File: src/rtl/pe_arb_pkg.sv
// Shared types and constants for the PE injection arbiter.
package pe_arb_pkg;

    localparam int DEF_NUM_REQ = 4;
    localparam int DEF_PKT_W   = 32;

    // Packet header field positions
    localparam int PKT_DEST_MSB = 31;
    localparam int PKT_DEST_LSB = 28;
    localparam int PKT_OPC_MSB  = 27;
    localparam int PKT_OPC_LSB  = 24;

    typedef logic [DEF_PKT_W-1:0]           pkt_t;
    typedef logic [$clog2(DEF_NUM_REQ)-1:0] req_idx_t;

    // The output register state. It is encoded directly by out_valid.
    typedef enum logic {
        ST_EMPTY = 1'b0,
        ST_FULL  = 1'b1
    } arb_state_t;

    // Extract the destination field of a packet
    function automatic logic [3:0] pkt_dest(input pkt_t p);
        return p[PKT_DEST_MSB:PKT_DEST_LSB];
    endfunction

    // Extract the opcode field of a packet
    function automatic logic [3:0] pkt_opcode(input pkt_t p);
        return p[PKT_OPC_MSB:PKT_OPC_LSB];
    endfunction

endpackage

File: src/rtl/pe_inject_arbiter_rr_priority_picker.sv
// Round-robin priority picker. It is purely combinational. It returns the first
// requester at or after i_rr_ptr, wrapping modulo N.
module rr_priority_picker #(
    parameter int N  = 4,
    parameter int IW = $clog2(N)
) (
    input  logic [N-1:0]  i_req,
    input  logic [IW-1:0] i_rr_ptr,
    output logic [N-1:0]  o_grant,
    output logic [IW-1:0] o_idx,
    output logic          o_any
);

    int            w_j;
    logic [IW-1:0] w_sel;

    // Scan N positions starting at the pointer. The first requester found wins.
    always_comb begin
        o_grant = '0;
        o_idx   = '0;
        o_any   = 1'b0;
        w_j     = 0;
        w_sel   = '0;
        for (int k = 0; k < N; k++) begin
            w_j = int'(i_rr_ptr) + k;
            if (w_j >= N) begin
                w_j = w_j - N;
            end
            w_sel = IW'(w_j);
            if (!o_any && i_req[w_sel]) begin
                o_any          = 1'b1;
                o_grant[w_sel] = 1'b1;
                o_idx          = w_sel;
            end
        end
    end

endmodule

File: src/rtl/pe_inject_arbiter.sv
// Round-robin arbiter that shares one NoC injection port among NUM_REQ PE
// packetizers. A credit counter gates it; the counter mirrors the router input
// buffer.
//
// Handshake: a transfer happens on a posedge where valid & ready are both high.
// A source raises valid without looking at ready. It holds valid and its data
// stable until the transfer. Ready may depend on valid in the same cycle.
// Output data and output source stay stable while out_valid & !out_ready.
module pe_inject_arbiter
    import pe_arb_pkg::*;
#(
    parameter  int NUM_REQ = DEF_NUM_REQ,
    parameter  int PKT_W   = DEF_PKT_W,
    parameter  int CREDITS = 4,
    parameter  int CNT_W   = 16,
    localparam int IW      = $clog2(NUM_REQ),
    localparam int CW      = $clog2(CREDITS + 1)
) (
    input  logic                     clk,
    input  logic                     reset,
    input  logic [NUM_REQ-1:0]       req_valid,
    input  logic [NUM_REQ*PKT_W-1:0] req_data,
    output logic [NUM_REQ-1:0]       req_ready,
    output logic                     out_valid,
    output logic [PKT_W-1:0]         out_data,
    output logic [IW-1:0]            out_src,
    input  logic                     out_ready,
    input  logic                     credit_ret,
    output logic [CW-1:0]            credit_cnt,
    output logic                     credit_err,
    output logic [CNT_W-1:0]         pkt_count,
    output arb_state_t               dbg_state,
    output logic [IW-1:0]            dbg_rr_ptr
);

    arb_state_t       r_state;
    arb_state_t       w_state_nxt;
    logic [PKT_W-1:0] r_out_data;
    logic [IW-1:0]    r_out_src;
    logic [IW-1:0]    r_rr_ptr;
    logic [CW-1:0]    r_credit_cnt;
    logic             r_credit_err;
    logic [CNT_W-1:0] r_pkt_count;

    logic               w_out_valid;
    logic               w_slot_free;
    logic               w_can_grant;
    logic [NUM_REQ-1:0] w_req_gated;
    logic [NUM_REQ-1:0] w_grant_oh;
    logic [IW-1:0]      w_win_idx;
    logic               w_grant;
    logic [PKT_W-1:0]   w_win_data;
    logic [IW-1:0]      w_rr_nxt;

    assign w_out_valid = (r_state == ST_FULL);
    assign w_slot_free = !w_out_valid || out_ready;
    // Grants are held off during reset, so the register never drops an accepted packet.
    assign w_can_grant = w_slot_free && (r_credit_cnt != '0) && !reset;
    assign w_req_gated = req_valid & {NUM_REQ{w_can_grant}};

    rr_priority_picker #(
        .N  (NUM_REQ),
        .IW (IW)
    ) u_picker (
        .i_req    (w_req_gated),
        .i_rr_ptr (r_rr_ptr),
        .o_grant  (w_grant_oh),
        .o_idx    (w_win_idx),
        .o_any    (w_grant)
    );

    assign w_win_data = req_data[w_win_idx*PKT_W +: PKT_W];
    assign w_rr_nxt   = (w_win_idx == IW'(NUM_REQ - 1)) ? '0 : w_win_idx + 1'b1;

    // Next-state logic for the output register: a grant fills it, and a drain with no grant empties it
    always_comb begin
        w_state_nxt = r_state;
        case (r_state)
            ST_EMPTY: begin
                if (w_grant) begin
                    w_state_nxt = ST_FULL;
                end
            end
            ST_FULL: begin
                if (w_grant) begin
                    w_state_nxt = ST_FULL;
                end else if (out_ready) begin
                    w_state_nxt = ST_EMPTY;
                end
            end
            default: w_state_nxt = ST_EMPTY;
        endcase
    end

    // State register
    always_ff @(posedge clk) begin
        if (reset) begin
            r_state <= ST_EMPTY;
        end else begin
            r_state <= w_state_nxt;
        end
    end

    // Payload capture, pointer advance and packet telemetry on grant
    always_ff @(posedge clk) begin
        if (reset) begin
            r_out_data  <= '0;
            r_out_src   <= '0;
            r_rr_ptr    <= '0;
            r_pkt_count <= '0;
        end else if (w_grant) begin
            r_out_data  <= w_win_data;
            r_out_src   <= w_win_idx;
            r_rr_ptr    <= w_rr_nxt;
            r_pkt_count <= r_pkt_count + 1'b1;
        end
    end

    // Credits: a grant consumes one credit and a return restores one. A return when the count is already full saturates and flags an error.
    always_ff @(posedge clk) begin
        if (reset) begin
            r_credit_cnt <= CW'(CREDITS);
            r_credit_err <= 1'b0;
        end else begin
            case ({w_grant, credit_ret})
                2'b10: r_credit_cnt <= r_credit_cnt - 1'b1;
                2'b01: begin
                    if (r_credit_cnt == CW'(CREDITS)) begin
                        r_credit_err <= 1'b1;
                    end else begin
                        r_credit_cnt <= r_credit_cnt + 1'b1;
                    end
                end
                default: r_credit_cnt <= r_credit_cnt;
            endcase
        end
    end

    assign req_ready  = w_grant_oh;
    assign out_valid  = w_out_valid;
    assign out_data   = r_out_data;
    assign out_src    = r_out_src;
    assign credit_cnt = r_credit_cnt;
    assign credit_err = r_credit_err;
    assign pkt_count  = r_pkt_count;
    assign dbg_state  = r_state;
    assign dbg_rr_ptr = r_rr_ptr;

endmodule
File: config.mk
export PLATFORM = sky130hd
export DESIGN_NAME = pe_inject_arbiter
export DESIGN_NICKNAME = d
export VERILOG_FILES = /design/src/rtl/pe_arb_pkg.sv /design/src/rtl/pe_inject_arbiter_rr_priority_picker.sv /design/src/rtl/pe_inject_arbiter.sv
export SDC_FILE = /design/constraint.sdc
export NUM_CORES = 1
export LEC_CHECK = 0
export BUFFER_PORTS_ARGS = -buffer_cell sky130_fd_sc_hd__buf_4
export CORE_MARGIN = 5
export CORE_UTILIZATION = 30
export CTS_CLUSTER_SIZE = 25
export DETAILED_ROUTE_END_ITERATION = 7
export PLACE_DENSITY = 0.61
export SLEW_MARGIN = 20
export SYNTH_ARGS = -nofsm -noshare
export SYNTH_HDL_FRONTEND = slang
export SYNTH_SLANG_ARGS = --single-unit
File: constraint.sdc
create_clock -name clk -period 3.6 [get_ports clk]
set_input_delay 0.54 -clock clk [delete_from_list [all_inputs] [get_ports clk]]
set_output_delay 0.54 -clock clk [all_outputs]
set_load 0.05 [all_outputs]
# --- Yosys cells after proc, flatten, opt, wreduce, memory -nomap -nowiden ---
# Index checks and enable logic that the tools add are counted.
word_totals:
  out_inout_bits: 62
  wordCells: 99
  ff_bits: 57
  input_bits: 136
classes:
  eq_ne: 5
  n_addsub: 11
  n_reduce_logical: 19
  shift: 1
  magnitude_cmp: 12
  muxes: 39
  bitwise_logic: 5
op_table:
  columns: ["cell", "n"]
  rows:
  - ["$shiftx 128x8->32", 1]
  - ["$mux 2", 9]
  - ["$add 16x1->16 const B", 1]
  - ["$mux 4", 4]
  - ["$mux 1", 15]
  - ["$lt 2x3->1 const B", 4]
  - ["$or 4x4->4", 3]
  - ["$ge 3x3->1 const B", 3]
  - ["$logic_and 1x1->1", 9]
  - ["$bmux 1 s2", 4]
  - ["$demux 1 s2", 4]
  - ["$ge 2x1->1 const B", 4]
  - ["$sub 2x1->2 const B", 4]
  - ["$add 2x2->3 const B", 2]
  - ["$pmux 3 s2", 1]
  - ["$logic_not 1->1", 5]
  - ["$and 4x4->4", 1]
  - ["$eq 2x2->1 const B", 2]
  - ["$reduce_and 2->1", 2]
  - ["$add 2x1->3 const B", 1]
  - ["$add 3x1->3 const B", 1]
  - ["$eq 3x3->1 const B", 1]
  - ["$ge 2x3->1 const B", 1]
  - ["$mux 3", 1]
  - ["other kinds (9)", 9]

# --- Longest topological paths before layout ---
logic_depth:
  word_depth: 20
  depth_mapped: 12
  ltp_nobuf: 9

# --- By module ---
# A second synthesis with hierarchy kept.
hier_totals:
  hier_cells: 322
  hier_area_um2: 3457.1
by_module_without_submodules:
  columns: ["module", "area_each_um2", "n_inst", "seq_area_each_um2", "cells_per_inst"]
  rows:
  - ["pe_inject_arbiter", 3035.4, 1, 1141.1, 277]
  - ["rr_priority_picker", 421.7, 1, 0.0, 45]

# --- Worst setup path after synthesis ---
# Ideal clock, no wire load.
synth_path:
  path_type: "reg2out"
  from: "reg r_rr_ptr[0], in the netlist dbg_rr_ptr[0]"
  to: "out req_ready[0]"
  t_arrival_ps: 2911
  required_ps: 3060
  setup_slack_ps: 149
  stages_incl_launch_ff: 10
  n_path_buf: 2
  path_cell_list: "dfxtp_1 buf_6 inv_1 ha_1 clkbuf_1 mux4_2 nor2b_4 nor2b_1 a22o_1 a221o_1"
synth_via:
  elab_chain_len: 14
  elab_cells_between_ends: 59
  classes_between: "add/sub (7); order compare (12); mux (27); bitwise (3); reduce/logical (10)"
synth_lines:
  columns: ["item", "line", "source"]
  rows:
  - ["start: declaration", "pe_inject_arbiter.sv:40", "logic [IW-1:0] r_rr_ptr;"]
  - ["start signal: assignment", "pe_inject_arbiter.sv:114", "r_rr_ptr <= w_rr_nxt;"]
  - ["branches (longest 13 deep; another with $add 2x1->3)", null, null]
  - ["$mux 4 (*)", "pe_inject_arbiter_rr_priority_picker.sv:30", "if (!o_any && i_req[w_sel]) begin"]
  - ["end: declaration", "pe_inject_arbiter.sv:23", "output logic [NUM_REQ-1:0] req_ready,"]
# Mark *: on every way between the ends. The select of a mux whose other input is x is not followed.

# --- Worst setup path in the final report ---
layout_path:
  from: "reg r_rr_ptr[0], in the netlist dbg_rr_ptr[0]"
  to: "out req_ready[3]"
# Same word-level chain as after synthesis.

==> run_results.csv <==
group,metric,value,unit
setup_path,endpoint_kind,"output port",
logic_synthesis,synthDistinctLibCells,53,
floorplanning,initial_utilization,30.6,%
logic_synthesis,netlist_instances,429,
setup_path,r2r_cells,8,
logic_synthesis,synth.top_cell.area_share,29.6,%
clock_tree,cts_buffers,9,
placement,portBuffers,197,
detailed_routing,drt_iter0_drc,170,
setup_path,r2r-end,"out_data[29]$_SDFFE_PP0P_",
pwr,comb_power_share,49.2,%
logic_synthesis,yosysSeqAreaShare,29.6,%
floorplanning,io_pins,198,
clock_tree,cts_tree,"built",
setup_path,worst-path-max-fanout,13,
setup_path,criticalPathCategory,"reg2out",
setup_path,worst-r2r-setup-slack,0.41,ns
detailed_routing,drcViolationCount,0,
logic_synthesis,ys_warn_count,0,
timing,relSlewSlack,27.9,%
placement,place.gp.congestion,0.772,
timing,worst_pin_slew,1.08,ns
detailed_routing,wl_per_cell,15.5,um
timing,max_freq,303,MHz
global_route,grt_max_degree,52,
clock_tree,cts-root-buf,"clkbuf_16",
timing,setup_viol,0,
min_path,min-delay-start,"out_data[10]$_SDFFE_PP0P_",
pwr,seqPwrFrac,26.1,%
logic_synthesis,yosys.area.top_type,"dfxtp_1",
setup_path,path_delay_family,"simple AND/OR/NAND/NOR gates",
setup_path,slowest_stage,"dfxtp_2",
setup_path,cp_slowest_stage_delay,0.48,ns
global_route,grt_pass1_vias,3979,
logic_synthesis,ys_ff_latch,57,
detailed_routing,drt_wl_total,12300,um
pwr,power.density_cell_area,538,mW/mm^2
setup_path,r2r-start,"dbg_rr_ptr[0]$_SDFFE_PP0P_",
timing,slew_viol_final,0,
setup_path,path_buf_inv,2,
pwr,clockPowerShare,24.7,%
clock_tree,postCtsHoldBufs,0,
timing,rsz0062_at_grt,"no",
setup_path,cp-start-kind,"flip-flop",
pwr,ir_drop,196,uV
floorplanning,dieArea,0.0152,sq mm
clock_tree,htree_levels,3,
logic_synthesis,synth_most_common_cell,"mux2i_1",
timing,period_share,91.7,%
cells_and_area,drive_gt1_share,41.2,%
pwr,p_int,1.81,mW
timing,hold_viol_final,0,
logic_synthesis,syn-num-nets,571,
detailed_routing,dr.pass1.iters,6,
pwr,p_sw,1.30,mW
global_route,antenna_found_initial,0,
cells_and_area,nFillCells,1286,
floorplanning,dieHeight,123,um
clock_tree,cts_max_path_buffers,2,
pwr,power.leakage,2.65,nW
setup_path,crit_required,3.06,ns
logic_synthesis,synth_top_flop_cell,"dfxtp_1",
run,maxCapViolations,0,
detailed_routing,vias,3889,
pwr,switching_share,41.8,%
floorplanning,core_area,0.0126,sq mm
logic_synthesis,synth_area_leaders,"dfxtp_1 30%, mux2i_1 16%, nand3b_1 5.1%, mux2_2 4.7%, o21ai_0 4.2%",
global_route,grt_usage,15.7,%
logic_synthesis,async_reset_ff_share,0,%
timing,post-route-min-period,3.30,ns
outcome,outcome,"completed",
detailed_routing,via_per_inst,4.92,
setup_path,crit_arrival,2.76,ns
cells_and_area,area_growth,49.7,%
min_path,whs_endpoint,"out_data[10]$_SDFFE_PP0P_",
floorplanning,rows,41,
timing,finalSetupTns,0,ns
setup_path,path_cells,"inv_1 > ha_1 > mux4_2 > nor2b_4 > nor2b_1 > a22o_1 > a221o_1 > buf_4",
global_route,globalRouteOverflowTotal,0,
clock_tree,clk_latency,0.32,ns
cells_and_area,fin_nets,756,
clock_tree,clock_sinks,57,
detailed_routing,ant_nets,0,
logic_synthesis,syn_area,0.00386,sq mm
logic_synthesis,syn_area_per_cell,8.99,sq um
floorplanning,die_width,123,um
placement,hpwlAfterDp,9530,um
timing,fin_worst_skew,0.00801,ns
clock_tree,clkTransAtPathRegs,0.05,ns
logic_synthesis,synthTopCellsByCount,"60 x mux2i_1, 57 x dfxtp_1, 37 x nor2_1",
min_path,hp-class,"reg2reg",
cells_and_area,num_antenna_cells,0,
min_path,min_path_cells,2,
logic_synthesis,synth_edf_count,0,
pwr,p_total,3.10,mW
global_route,grt_pass1_wl,19200,um
-- cells in the final DEF (no fill, tap or decap), types with 2 or more instances in the layout --
| master | n |
|---|---|
| nor3_1 | 5 |
| a211oi_1 | 17 |
| nand3_1 | 20 |
| clkinv_2 | 3 |
| xor2_1 | 9 |
| xnor2_1 | 8 |
| a221o_1 | 4 |
| o31ai_4 | 2 |
| nand4_1 | 5 |
| nor2b_1 | 3 |
| o21ai_1 | 3 |
| ha_1 | 6 |
| dfxtp_1 | 55 |
| or3_1 | 2 |
| o22ai_1 | 2 |
| dfxtp_2 | 2 |
| inv_1 | 6 |
| mux2i_1 | 60 |
| nand3b_1 | 26 |
| a21oi_1 | 10 |
| clkinvlp_4 | 3 |
| mux2_1 | 4 |
| nand2_1 | 14 |
| nand2b_1 | 17 |
| buf_4 | 206 |
| clkbuf_16 | 9 |
| and4_1 | 2 |
| nor2_1 | 37 |
| and2_1 | 2 |
| o21ai_0 | 32 |
| a22o_1 | 4 |
| mux4_2 | 2 |
| mux2_2 | 16 |
-- flip-flops by register name, indices dropped and copies added (netlist names) --
register	cells
out_data	32
credit_err	1
credit_cnt	3
out_src	2
dbg_rr_ptr	2
dbg_state	1
pkt_count	16
-- metrics by stage --
stage / instance area (sq um) / hold WS, ns / util, % / setup slack (ns) / instances
4_1_cts: 5760 / 0.454 / 45.6 / 0.144 / 790
3_5_place_dp: 5480 / 0.448 / 43.5 / 0.208 / 774
2_1_floorplan: 3860 / 0.675 / - / 0.149 / 429
6_report: 5770 / 0.455 / 45.7 / 0.300 / 791
3_3_place_gp: 5480 / 0.446 / 43.5 / 0.419 / 774
5_1_grt: 5770 / 0.470 / 45.7 / 0.107 / 791
-- repair_timing --
item	CTS	global route
setup endpoints to repair	0	7
resized for setup	0	2
buffers inserted	0	0
-- per-layer routing --
layer  up-vias  track usage [%]  wire, um  share of wire (%)
li1       1939                -         -                  -
met3         8             4.16       878                7.1
met2       121             28.2      6240                 51
met5         -                0         0                  0
met4         0             3.60       106               0.86
met1      1821             18.5      5070                 41
-- power by group through the flow --
stage	clock network (mW)	registers (mW)	logic [mW]
5_1_grt	0.817	0.824	1.64
4_1_cts	0.788	0.809	1.53
3_3_place_gp	0	0.816	1.50
6_report	0.767	0.809	1.53
2_1_floorplan	0	1.13	0.780
3_5_place_dp	0	0.820	1.53
-- worst max path at each step --
stage | start | endpoint | cells past startpoint
after global routing | dbg_rr_ptr[0]$_SDFFE_PP0P_ | req_ready[3] | 8
after CTS | dbg_rr_ptr[0]$_SDFFE_PP0P_ | req_ready[3] | 8
after floorplan | dbg_rr_ptr[0]$_SDFFE_PP0P_ | req_ready[0] | 9
final | dbg_rr_ptr[0]$_SDFFE_PP0P_ | req_ready[3] | 8
after detailed placement | dbg_rr_ptr[0]$_SDFFE_PP0P_ | out_data[29]$_SDFFE_PP0P_ | 8
after global placement | dbg_rr_ptr[1]$_SDFFE_PP0P_ | out_data[28]$_SDFFE_PP0P_ | 8
-- cells by family (layout without fill, tap and decap cells) --
family                   after synthesis  count (layout)  share of synthesized area (%)
adder cells (fa/ha/maj)                6               6                           1.95
AO/OA/AOI/OAI                         84              84                           14.8
multiplexers                          83              83                           23.3
AND/OR/NAND/NOR                      140             140                           20.1
buffers and inverters                 41             231                           5.68
flip-flops                            57              57                           29.6
XOR/XNOR                              18              18                           4.58
-- worst register-to-register path, delay by kind of cell, from the launching register on --
| kind | cells | cell delay [ns] |
|---|---|---|
| and+or+nand+nor | 1 | 0.07 |
| DFF | 1 | 0.48 |
| muxes | 2 | 0.54 |
| adders and majority gates | 1 | 0.44 |
| buffers and inverters | 2 | 0.54 |
| AOI/OAI and AO/OA | 2 | 0.96 |
-- area by class of cell --
cell class	count	area (sq um)	area share, %
Clock buffer	9	225	3.90
Clock inverter	7	46.3	0.802
Inverter	7	26.3	0.455
Multi-Input combinational cell	331	2530	43.9
Sequential cell	57	1140	19.8
Tap cell	172	215	3.73
Timing Repair Buffer	208	1580	27.4
No activity file was read; power rests on OpenSTA's default activity.
